$ cat src/rtl/wash_pkg.sv
// Shared definitions for the washer controller: phase codes driven to the
// minute timer, timer clock-frequency codes, and the phase enumeration.
package wash_pkg;

    // Duration codes on the sequencer -> timer interface
    localparam logic [2:0] CODE_A = 3'b000;  // idle
    localparam logic [2:0] CODE_B = 3'b001;  // fill
    localparam logic [2:0] CODE_C = 3'b010;  // wash
    localparam logic [2:0] CODE_D = 3'b011;  // rinse
    localparam logic [2:0] CODE_E = 3'b100;  // spin
    localparam logic [2:0] CODE_F = 3'b101;  // done

    // Timer input-clock selection codes
    typedef enum logic [1:0] {
        MHZ1 = 2'b00,
        MHZ2 = 2'b01,
        MHZ4 = 2'b10,
        MHZ8 = 2'b11
    } clk_freq_e;

    // Phase encoding equals the duration code, so the state register can
    // drive the timer directly with no decode.
    typedef enum logic [2:0] {
        PH_IDLE  = CODE_A,
        PH_FILL  = CODE_B,
        PH_WASH  = CODE_C,
        PH_RINSE = CODE_D,
        PH_SPIN  = CODE_E,
        PH_DONE  = CODE_F
    } phase_e;

    function automatic logic [2:0] phase_code(input phase_e p);
        return 3'(p);
    endfunction

endpackage

$ cat src/rtl/wash_sequencer_trigger_qualifier.sv
// Arm-window counter: masks the timer trigger for ARM_CYCLES cycles after
// each phase entry so a trigger left high from the previous phase is not
// counted before the timer has restarted.
module trigger_qualifier #(
    parameter int unsigned ARM_CYCLES = 2
) (
    input  logic CLK,
    input  logic RST_n,
    input  logic restart,
    input  logic Trigger_clk_timer,
    output logic qtrig
);

    localparam logic [3:0] ARM_MAX = 4'(ARM_CYCLES);

    logic [3:0] arm_cnt_q, arm_cnt_d;

    // Clear on phase entry, otherwise count up and saturate at ARM_MAX
    always_comb begin
        arm_cnt_d = arm_cnt_q;
        if (restart)
            arm_cnt_d = '0;
        else if (arm_cnt_q < ARM_MAX)
            arm_cnt_d = arm_cnt_q + 4'd1;
    end

    // Arm counter register
    always_ff @(posedge CLK) begin
        if (!RST_n)
            arm_cnt_q <= '0;
        else
            arm_cnt_q <= arm_cnt_d;
    end

    assign qtrig = Trigger_clk_timer && (arm_cnt_q == ARM_MAX);

endmodule

$ cat src/rtl/wash_sequencer.sv
// Wash programme sequencer: steps FILL/WASH/RINSE(/WASH/RINSE)/SPIN/DONE,
// presents the phase code to the minute timer and advances on the
// qualified timer trigger. User pause is only forwarded during SPIN.
module wash_sequencer
    import wash_pkg::*;
#(
    parameter int unsigned ARM_CYCLES = 2
) (
    input  logic       CLK,
    input  logic       RST_n,
    input  logic       Coin_in,
    input  logic       Double_wash,
    input  logic       Pause_req,
    input  logic       Trigger_clk_timer,
    output logic [2:0] Duration_clk_timer,
    output logic       Timer_pause,
    output logic       Wash_done,
    output logic       Busy
);

    phase_e state_q, state_d;
    logic   dbl_q, dbl_d;      // double programme selected at coin time
    logic   pass_q, pass_d;    // second wash/rinse pass already taken
    logic   pause_q, pause_d;
    logic   done_q, done_d;
    logic   qtrig;
    logic   restart;

    // Any state change re-arms the trigger window
    assign restart = (state_d != state_q);

    trigger_qualifier #(
        .ARM_CYCLES (ARM_CYCLES)
    ) u_tq (
        .CLK               (CLK),
        .RST_n             (RST_n),
        .restart           (restart),
        .Trigger_clk_timer (Trigger_clk_timer),
        .qtrig             (qtrig)
    );

    // Next-state, programme flags and next output values
    always_comb begin
        state_d = state_q;
        dbl_d   = dbl_q;
        pass_d  = pass_q;
        unique case (state_q)
            PH_IDLE: begin
                if (Coin_in) begin
                    state_d = PH_FILL;
                    dbl_d   = Double_wash;
                    pass_d  = 1'b0;
                end
            end
            PH_FILL:  if (qtrig) state_d = PH_WASH;
            PH_WASH:  if (qtrig) state_d = PH_RINSE;
            PH_RINSE: begin
                if (qtrig) begin
                    if (dbl_q && !pass_q) begin
                        state_d = PH_WASH;
                        pass_d  = 1'b1;
                    end else begin
                        state_d = PH_SPIN;
                    end
                end
            end
            // A fresh pause request beats a coincident trigger, and the
            // held pause keeps SPIN frozen until it is released.
            PH_SPIN:  if (qtrig && !Pause_req && !pause_q) state_d = PH_DONE;
            PH_DONE:  state_d = PH_IDLE;
            default:  state_d = PH_IDLE;
        endcase
        pause_d = Pause_req && (state_d == PH_SPIN);
        done_d  = (state_d == PH_DONE);
    end

    // State, flags and registered outputs
    always_ff @(posedge CLK) begin
        if (!RST_n) begin
            state_q <= PH_IDLE;
            dbl_q   <= 1'b0;
            pass_q  <= 1'b0;
            pause_q <= 1'b0;
            done_q  <= 1'b0;
        end else begin
            state_q <= state_d;
            dbl_q   <= dbl_d;
            pass_q  <= pass_d;
            pause_q <= pause_d;
            done_q  <= done_d;
        end
    end

    assign Duration_clk_timer = phase_code(state_q);
    assign Timer_pause        = pause_q;
    assign Wash_done          = done_q;
    assign Busy               = (state_q != PH_IDLE);

endmodule

$ cat config.mk
export PLATFORM = sky130hd
export DESIGN_NAME = wash_sequencer
export DESIGN_NICKNAME = d
export VERILOG_FILES = /design/src/rtl/wash_pkg.sv /design/src/rtl/wash_sequencer_trigger_qualifier.sv /design/src/rtl/wash_sequencer.sv
export SDC_FILE = /design/constraint.sdc
export NUM_CORES = 1
export LEC_CHECK = 0
export ABC_AREA = 1
export CAP_MARGIN = 40
export CORE_AREA = 2 2 39 41
export CTS_BUF_LIST = sky130_fd_sc_hd__clkbuf_8 sky130_fd_sc_hd__clkbuf_16
export DETAILED_ROUTE_END_ITERATION = 12
export DIE_AREA = 0 0 41 43
export MAX_ROUTING_LAYER = met4
export PLACE_DENSITY_LB_ADDON = 0.12
export REMOVE_ABC_BUFFERS = 1
export SLEW_MARGIN = 20
export SYNTH_ARGS = -nofsm -noshare
export SYNTH_HDL_FRONTEND = slang
export SYNTH_SLANG_ARGS = --single-unit
$ cat constraint.sdc
create_clock -name CLK -period 2.3 [get_ports CLK]
set_input_delay 0.23 -clock CLK [delete_from_list [all_inputs] [get_ports CLK]]
set_output_delay 0.23 -clock CLK [all_outputs]
set_load 0.05 [all_outputs]
==> qor.yml <==
run_status:
  status: "finished clean"
clock_network:
  cts_setup_buffers: 0
  cts_buffer_depth: 2
  cts_tree: "done"
  postCtsHoldBufs: 0
  cts_max_level: 1
  cts_buffers: 3
  cts_sinks: 11
  post_cts_resized: 0
  clock_latency_ns: 0.24
  cts-root-buf: "clkbuf_8"
  cts.reportedPaths.clkPinSlew_ns: 0.05
worst_setup_path:
  arrival_ns: 1.63
  crit_path_end_kind: "output pin"
  critical_path.startpoint: "Duration_clk_timer[2]$_SDFF_PN0_"
  cp_max_fo: 5
  crit_path_cell_trace: "inv_2 > nand2_1 > clkdlybuf4s50_1"
  criticalPathCategory: "register to output pin"
  critPathBufInv: 2
  crit_slowest_cell: "clkdlybuf4s50_1"
  required_ns: 2.07
  reg2reg_from: "u_tq.arm_cnt_q[0]$_SDFFE_PP0N_"
  start_kind: "register"
  crit_family: "buffers and inverters"
  critPathMaxStageDelay_ns: 0.79
  r2r_slack_ns: 0.97
floorplanning:
  floorplan.initialDensity_pct: 40.5
  row_count: 14
  die_h_um: 43
  core_um2: 1380
  die-area_um2: 1760
  ios: 12
  fp.dieW_um: 41
routing:
  post_drt_via_cell_ratio: 4.53
  antenna_left: 0
  drt_iter0_markers: 4
  vias: 507
  wl_per_cell_um: 9.34
  drt_wl_total_mm: 1.05
  drc: 0
  drtPass1Iterations: 2
grt:
  gr-total-overflow: 0
  gr-usage-met3_pct: 4.71
  antenna_found_initial: 0
  gr-usage-all-layers_pct: 15.2
  grt_pass1_vias: 443
  met2_usage_pct: 20.6
  grt_start_max_net_pins: 8
  grt_pass1_wl_mm: 1.66
  met1_usage_pct: 16.7
  busiest_layer: "met2"
cells_and_area:
  drive_above_1_share_pct: 14.6
  final_area_um2: 736
  fill_cells: 146
  n_antenna_cell: 0
  fin_nets: 105
  final_core_util_pct: 53.2
  area_growth_pct: 31.2
timing:
  worst-slew-pin-transition_ns: 0.500
  finalHoldViolCount: 0
  setup_tns_ns: 0
  maxSlewViolCount: 0
  setup_viol: 0
  fin_crit_ns: 1.86
  grt_setup_unrepaired: "no"
  finalClockSkew_ns: 0.000466
  max_freq_mhz: 537
  fin_crit_sh_pct: 81.0
  slew-limit-headroom_pct: 66.6
placement:
  port-buffer-count: 11
  placed_area_um2: 691
  gp_congestion: 0.822
  hpwl_um: 838
logic_synthesis:
  synth_area_leaders: "dfxtp_1, nand2_1, nor2_1, inv_1, ha_1"
  syn_inst: 81
  yosysTopAreaCell: "dfxtp_1"
  yosys_warnings: 0
  ys_types: 16
  synth.avg_cell_area_um2: 6.92
  synth_top_area_share_pct: 39.3
  ys_seq_elements: 11
  synthesis.area_um2: 561
  yosysSeqAreaShare_pct: 39.3
min_path:
  hold_start: "u_tq.arm_cnt_q[3]$_SDFFE_PP0N_"
  hold_class: "register to register"
pwr:
  power_density_nw_per_um2: 683
  peakVddDrop_mv: 0.448
  p_leak_nw: 0.351
job:
  maxCapViolations: 0
## stage by stage
stage                     instances  worst slack [ns]  hold WS [ns]  total power [mW]
after global routing            112             0.368         0.466             0.528
final                           112             0.437         0.438             0.503
after global placement          108             0.708         0.434             0.318
after floorplan                  81             0.856         0.342             0.289
after CTS                       112             0.433         0.442             0.509
after detailed placement        108             0.705         0.434             0.318
## where the power goes
group          internal, mW  total, mW  switching [mW]  leakage, nW
Sequential            0.202      0.211         0.00917       0.0895
Combinational        0.0414      0.103          0.0621        0.235
Clock                 0.117      0.188          0.0713       0.0269
Total                 0.360      0.503           0.143        0.351
## tightest hold or removal path, delay by kind of cell, from the launching register on
family        cells  cell delay [ns]
flops             1             0.31
buf+inv           1             0.05
simple gates      1             0.03
## layout make-up
type                            instances  area (um2)  area share, %
Clock buffer                            3        41.3           5.61
Clock inverter                          1        3.75          0.510
Inverter                               17        63.8           8.67
Multi-Input combinational cell         53         277           37.6
Sequential cell                        11         220           29.9
Tap cell                               16        20.0           2.72
Timing Repair Buffer                   11         110           15.0
## path summary, 6_finish.rpt
check / endpoint / depth (start not counted)
setup reg to reg: u_tq.arm_cnt_q[2]$_SDFFE_PP0N_ / 12
hold / removal: u_tq.arm_cnt_q[3]$_SDFFE_PP0N_ / 2
setup / recovery: Busy / 3
hold reg to reg: u_tq.arm_cnt_q[3]$_SDFFE_PP0N_ / 2
## flip-flops by register name (all words and copies together) (netlist names)
| name | flops |
|---|---|
| Timer_pause | 1 |
| Duration_clk_timer | 3 |
| u_tq.arm_cnt_q | 4 |
| pass_q | 1 |
| Wash_done | 1 |
| dbl_q | 1 |
## synth_stat cells
| master | instances |
|---|---|
| nor2_2 | 3 |
| nor2_1 | 14 |
| or2_1 | 1 |
| dfxtp_1 | 11 |
| nand2_1 | 15 |
| or2_0 | 1 |
| o21ai_1 | 1 |
| nor2_4 | 2 |
| ha_1 | 2 |
| inv_2 | 4 |
| inv_1 | 13 |
| o21ai_0 | 3 |
| nand3_2 | 2 |
| a21oi_1 | 4 |
| xor2_1 | 1 |
| nand3_1 | 4 |
## layer usage
| layer | up-vias | share of wire [%] | wire (um) |
|---|---|---|---|
| met1 | 220 | 47 | 492 |
| li1 | 274 | - | - |
| met4 | 0 | 4.2 | 44 |
| met3 | 4 | 3.3 | 34 |
| met5 | - | 0 | 0 |
| met2 | 9 | 45 | 475 |
## cells by family (layout without fill, tap and decap cells)
kind of cell	Yosys count	count (layout)	synth area share (%)
and+or+nand+nor	42	42	36.2
DFF	11	11	39.3
buffers and inverters	17	32	11.4
adders and majority gates	2	2	4.46
AOI/OAI and AO/OA	8	8	7.14
xor gates and xnor gates	1	1	1.56
## placed cells by master (no fill, tap or decap)
cell type and n:
o21ai_0 3, nand3_1 4, inv_2 4, a21oi_1 4, nor2_4 2, clkbuf_8 3, nand3_2 2, inv_1 14
clkdlybuf4s50_1 11, or2_1 1, or2_0 1, nor2_1 14, nand2_1 15, dfxtp_1 11, ha_1 2, o21ai_1 1
nor2_2 3, xor2_1 1
(Power assumes the default switching activity.)
==> edit 1, RTL diff (same settings) <==
Compare `arm_cnt_q` against `ARM_MAX` with >= in place of ==.
--- a/src/rtl/wash_sequencer_trigger_qualifier.sv
+++ b/src/rtl/wash_sequencer_trigger_qualifier.sv
@@ -33,5 +33,5 @@
     end
 
-    assign qtrig = Trigger_clk_timer && (arm_cnt_q == ARM_MAX);
+    assign qtrig = Trigger_clk_timer && (arm_cnt_q >= ARM_MAX);
 
 endmodule
Check against the original RTL: no difference found for any inputs over 10 cycles, from zero or initial values and one cycle with RST_n low; that may be too few to reach the edited logic, so the function may still have changed.
==> edit 1 against the original RTL <==
- power rose by 9.2%
- via count fell by 3.6%
- clock power down 3%
- synthesized area shrank 2.5%
- combinational power is 46% higher
- sequential cell count unchanged
- final area fell by 1.9%
- setup slack got worse by 28 ps
- wire length is 9.0% lower
- critical path type unchanged
==> edit 1: results (changes against the original RTL) <==
metric,value,unit,change
status,completed,,unchanged
top post-synthesis cells by area,"dfxtp_1 (40%), inv_1 (10%), nor2_1 (8.2%)",,"was dfxtp_1 (39%), nand2_1 (10%), nor2_1 (9.4%)"
Avg WL per Cell,8.897,µm,was 9.339 µm
FF-to-FF End,u_tq.arm_cnt_q[3],,was u_tq.arm_cnt_q[2]
WL final,952,µm,was 1.046 mm
largest net degree at the start of global routing,7,,was 8
worst r2r path cells,11,,was 12
Post-Syn Instances,76,,was 81
initial antenna violation count,0,,unchanged
htree depth,1,,unchanged
Worst Path Arrival,1660,ps,was 1630 ps
most flop-heavy register,u_tq.arm_cnt_q,,unchanged
flop2flop setup slack,970,ps,about the same
worst skew pair latency,230,ps,
Hold Crit Depth,2,,unchanged
via/cell ratio,4.570,,was 4.527
measured slew at the worst slew-check pin,497.7,ps,was 500.2 ps
Max VDD drop,417.7,µV,was 448.5 µV
Hold EP,dbl_q,,was u_tq.arm_cnt_q[3]
Layout Skew,0.2244,ps,was 0.4656 ps
HPWL after DPL,788.1,µm,was 837.9 µm
final antenna-violating net count,0,,unchanged
post-cts sizing count,0,,unchanged
Placement Setup Slack,669.2,ps,was 704.9 ps
static leakage,0.3574,nW,was 0.3513 nW
# port buffers,11,,unchanged
diodes inserted,0,,unchanged
Detailed Route Iter0 Violations,6,,was 4
WHS,451.8,ps,was 437.7 ps
Fin. Hold Viols,0,,unchanged
beginning of the worst hold path,dbl_q,,was u_tq.arm_cnt_q[3]
cell count after placement,103,,was 108
most frequent cells after synthesis,"inv_1 (15), nor2_1 (12), dfxtp_1 (11), nand2_1 (9)",,"was nand2_1 (15), nor2_1 (14), inv_1 (13), dfxtp_1 (11)"
Synth cell types,20,,was 16
vias in the first global route,391,,was 443
DRT Pass-1 Iters,4,,was 2
GP Congestion,0.8722,,was 0.8218
global-route wire length before repair,1.442,mm,was 1.662 mm
"Seq/Total Area, Yosys",40.27,%,was 39.29%
GRT Util Overall,12.41,%,was 15.22%
share of cells above drive strength 1,16.48,%,was 14.58%
FF-to-FF Start,u_tq.arm_cnt_q[0],,unchanged
edit 1: metrics by stage:
stage,utilization (%),instance area [µm²]
floorplan,-,546.8
global placement,48.92,676.9
detailed placement,48.92,676.9
CTS,52.17,721.9
global route,52.17,721.9
finish,52.17,721.9
edit 1: worst max-delay path: stages (launching register included):
cell	delay, ps
dfxtp_1	400
nor2_2	80
inv_2	70
nor2_2	40
inv_1	50
clkdlybuf4s50_1	790
edit 1: power breakdown:
group | internal, mW | total (mW) | switching [mW]
clock network | 0.117 | 0.183 | 0.0661
registers | 0.205 | 0.216 | 0.0112
logic | 0.0566 | 0.150 | 0.0936
edit 1: layout make-up:
| class | instances | area (µm²) |
|---|---|---|
| well taps | 16 | 20.02 |
| clock buffers | 3 | 41.29 |
| multi-input cells | 47 | 259.0 |
| flip-flops and latches | 11 | 220.2 |
| fillers | 134 | 661.9 |
| clock inverters | 1 | 3.754 |
| inverters | 18 | 67.56 |
| repair buffers | 11 | 110.1 |
edit 1: per-layer routing:
| metal | global-route usage, % | wire [µm] | vias up |
|---|---|---|---|
| met4 | 6.000 | 0 | 0 |
| li1 | - | - | 261 |
| met3 | 3.141 | 25 | 0 |
| met5 | - | 0 | - |
| met1 | 14.05 | 433 | 222 |
| met2 | 19.38 | 492 | 6 |
edit 1: worst max path at each step:
stage               slack [ps]    to  cells after the start             startpoint
detailed placement         670  Busy                      5  Duration_clk_timer[0]
floorplan                  830  Busy                      4  Duration_clk_timer[0]
finish                     410  Busy                      5  Duration_clk_timer[0]
CTS                        410  Busy                      5  Duration_clk_timer[0]
global placement           690  Busy                      5  Duration_clk_timer[1]
global route               340  Busy                      5  Duration_clk_timer[0]
edit 1: cells by family after synthesis:
logic type	after synthesis	share of synthesized area, %
AND/OR/NAND/NOR	36	32.72
buffers and inverters	18	12.36
flip-flops	11	40.27
AO/OA/AOI/OAI	8	8.466
adder cells (fa/ha/maj)	2	4.576
XOR/XNOR	1	1.602
==> edit 2, RTL diff (same settings) <==
Without the edit above. The output `Wash_done` loses its register stage (`done_q` becomes a continuous assignment).
--- a/src/rtl/wash_sequencer.sv
+++ b/src/rtl/wash_sequencer.sv
@@ -82,5 +82,4 @@
             pass_q  <= 1'b0;
             pause_q <= 1'b0;
-            done_q  <= 1'b0;
         end else begin
             state_q <= state_d;
@@ -88,7 +87,8 @@
             pass_q  <= pass_d;
             pause_q <= pause_d;
-            done_q  <= done_d;
         end
     end
+
+    assign done_q = done_d;
 
     assign Duration_clk_timer = phase_code(state_q);
Formal check against the unedited RTL: no difference found for any inputs over 10 cycles, from zero or initial values and one cycle with RST_n low; that may be too few to reach the edited logic, so the function may still have changed.
==> edit 2 against the original RTL <==
- non-clock buffer count unchanged
- sequential power fell by 8%
- synthesized area is 3.3% lower
- final area shrank 1.7%
- synthesized cell count fell by 6.2%
- sequential cell count shrank 1
- setup slack got worse by 110 ps
- wire length is 2.3% higher
- first-iteration DRC count rose by 100%
- power fell by 5.9%
- final cell count decreased by 5.4%
- die area did not move
- sequential share of layout area decreased by 2.3 points
- largest power group unchanged
- highest routed layer unchanged
==> edit 2: results (changes against the original RTL) <==
metric,value,unit,change
status,completed,,unchanged
Synth cell types,18,,was 16
HPWL after DPL,842.3,µm,was 837.9 µm
Worst Path Arrival,1740,ps,was 1630 ps
most frequent cells after synthesis,"inv_1 (13), nand2_1 (12), nor2_1 (11), dfxtp_1 (10)",,"was nand2_1 (15), nor2_1 (14), inv_1 (13), dfxtp_1 (11)"
Avg WL per Cell,10.09,µm,was 9.339 µm
Layout Skew,1.141,ps,was 0.4656 ps
# fillers,137,,was 146
Detailed Route Iter0 Violations,8,,was 4
"Seq/Total Area, Yosys",36.95,%,was 39.29%
GP Congestion,0.8719,,was 0.8218
seq_cells,10,,was 11
fraction of area in multi-input gates,38.93,%,was 37.58%
via/cell ratio,4.802,,was 4.527
CP Max Fanout,4,,was 5
Non-clock buffer share,16.61,%,was 14.97%
static leakage,0.3390,nW,was 0.3513 nW
share of cells above drive strength 1,21.11,%,was 14.58%
Clock Path Buffers,2,,unchanged
Seq area share,27.68,%,was 29.93%
measured slew at the worst slew-check pin,503.4,ps,was 500.2 ps
vias in the first global route,485,,was 443
root buf cell,clkbuf_8,,unchanged
Post-Layout Inst Area,723.2,µm²,was 735.7 µm²
cell count after placement,103,,was 108
Non-clk invs,16,,was 17
Post-Syn Instances,76,,was 81
global-route wire length before repair,1.863,mm,was 1.662 mm
CP max stage cell,dfxtp_1,,was clkdlybuf4s50_1
CP peak stage delay,350,ps,was 790 ps
global-route met1 utilization,18.89,%,was 16.72%
top cell family by delay on the critical path,simple AND/OR/NAND/NOR gates,,was buffers and inverters
"Cell Area, Placed",681.9,µm²,was 690.7 µm²
GRT met2 Usage,23.75,%,was 20.63%
DRT Pass-1 Iters,4,,was 2
"Reg clk slew, reported paths",40,ps,
comb_multi_in,50,,was 53
Non-clk bufs,11,,unchanged
overall via count from detail_route,509,,was 507
Max VDD drop,356.0,µV,was 448.5 µV
clock-cell share of area,5.709,%,was 6.122%
met3 Usage GRT,3.141,%,was 4.712%
worst skew pair latency,230,ps,
GRT Util Overall,16.53,%,was 15.22%
top post-synthesis cells by area,"dfxtp_1 (37%), inv_1 (9.0%), nand2_1 (8.3%)",,"was dfxtp_1 (39%), nand2_1 (10%), nor2_1 (9.4%)"
[edit 2: routing by layer]
layer  share of wire (%)  up-vias
li1                    -      261
met1                  43      229
met2                  49       14
met3                 4.1        5
met4                 3.4        0
met5                   0        -
[edit 2: cells by family after synthesis]
logic type	count (synthesis)	synth area share, %
xor gates and xnor gates	1	1.617
buffers and inverters	16	11.09
adders and majority gates	2	4.618
AOI/OAI and AO/OA	9	9.238
and+or+nand+nor	38	36.49
DFF	10	36.95
[edit 2: per-stage QoR]
step / setup WS (ps) / util (%)
after floorplan: 34.28 / -
after global placement: 514.8 / 49.28
after detailed placement: 509.3 / 49.28
after CTS: 312.7 / 52.26
after global routing: 183.7 / 52.26
final: 332.0 / 52.26
[edit 2: path summary, 6_finish.rpt]
kind / endpoint / start / slack [ps] / depth (start not counted)
worst max-delay path: Wash_done / u_tq.arm_cnt_q[0] / 330 / 12
worst min-delay path: dbl_q / dbl_q / 450 / 2
worst max register to register: u_tq.arm_cnt_q[2] / u_tq.arm_cnt_q[0] / 940 / 12
worst min register to register: dbl_q / dbl_q / 450 / 2
[edit 2: power breakdown]
part	leakage (nW)	switching, mW	internal (mW)
clock	0.0216	0.0644	0.114
combinational	0.236	0.0616	0.0392
sequential	0.0814	0.00924	0.184
total	0.339	0.135	0.338
[edit 2: worst min-delay path: cells and delay by family (launching register included)]
kind                   cells  cell delay (ps)
AOI/OAI and AO/OA          1               50
DFF                        1              290
buffers and inverters      1               60
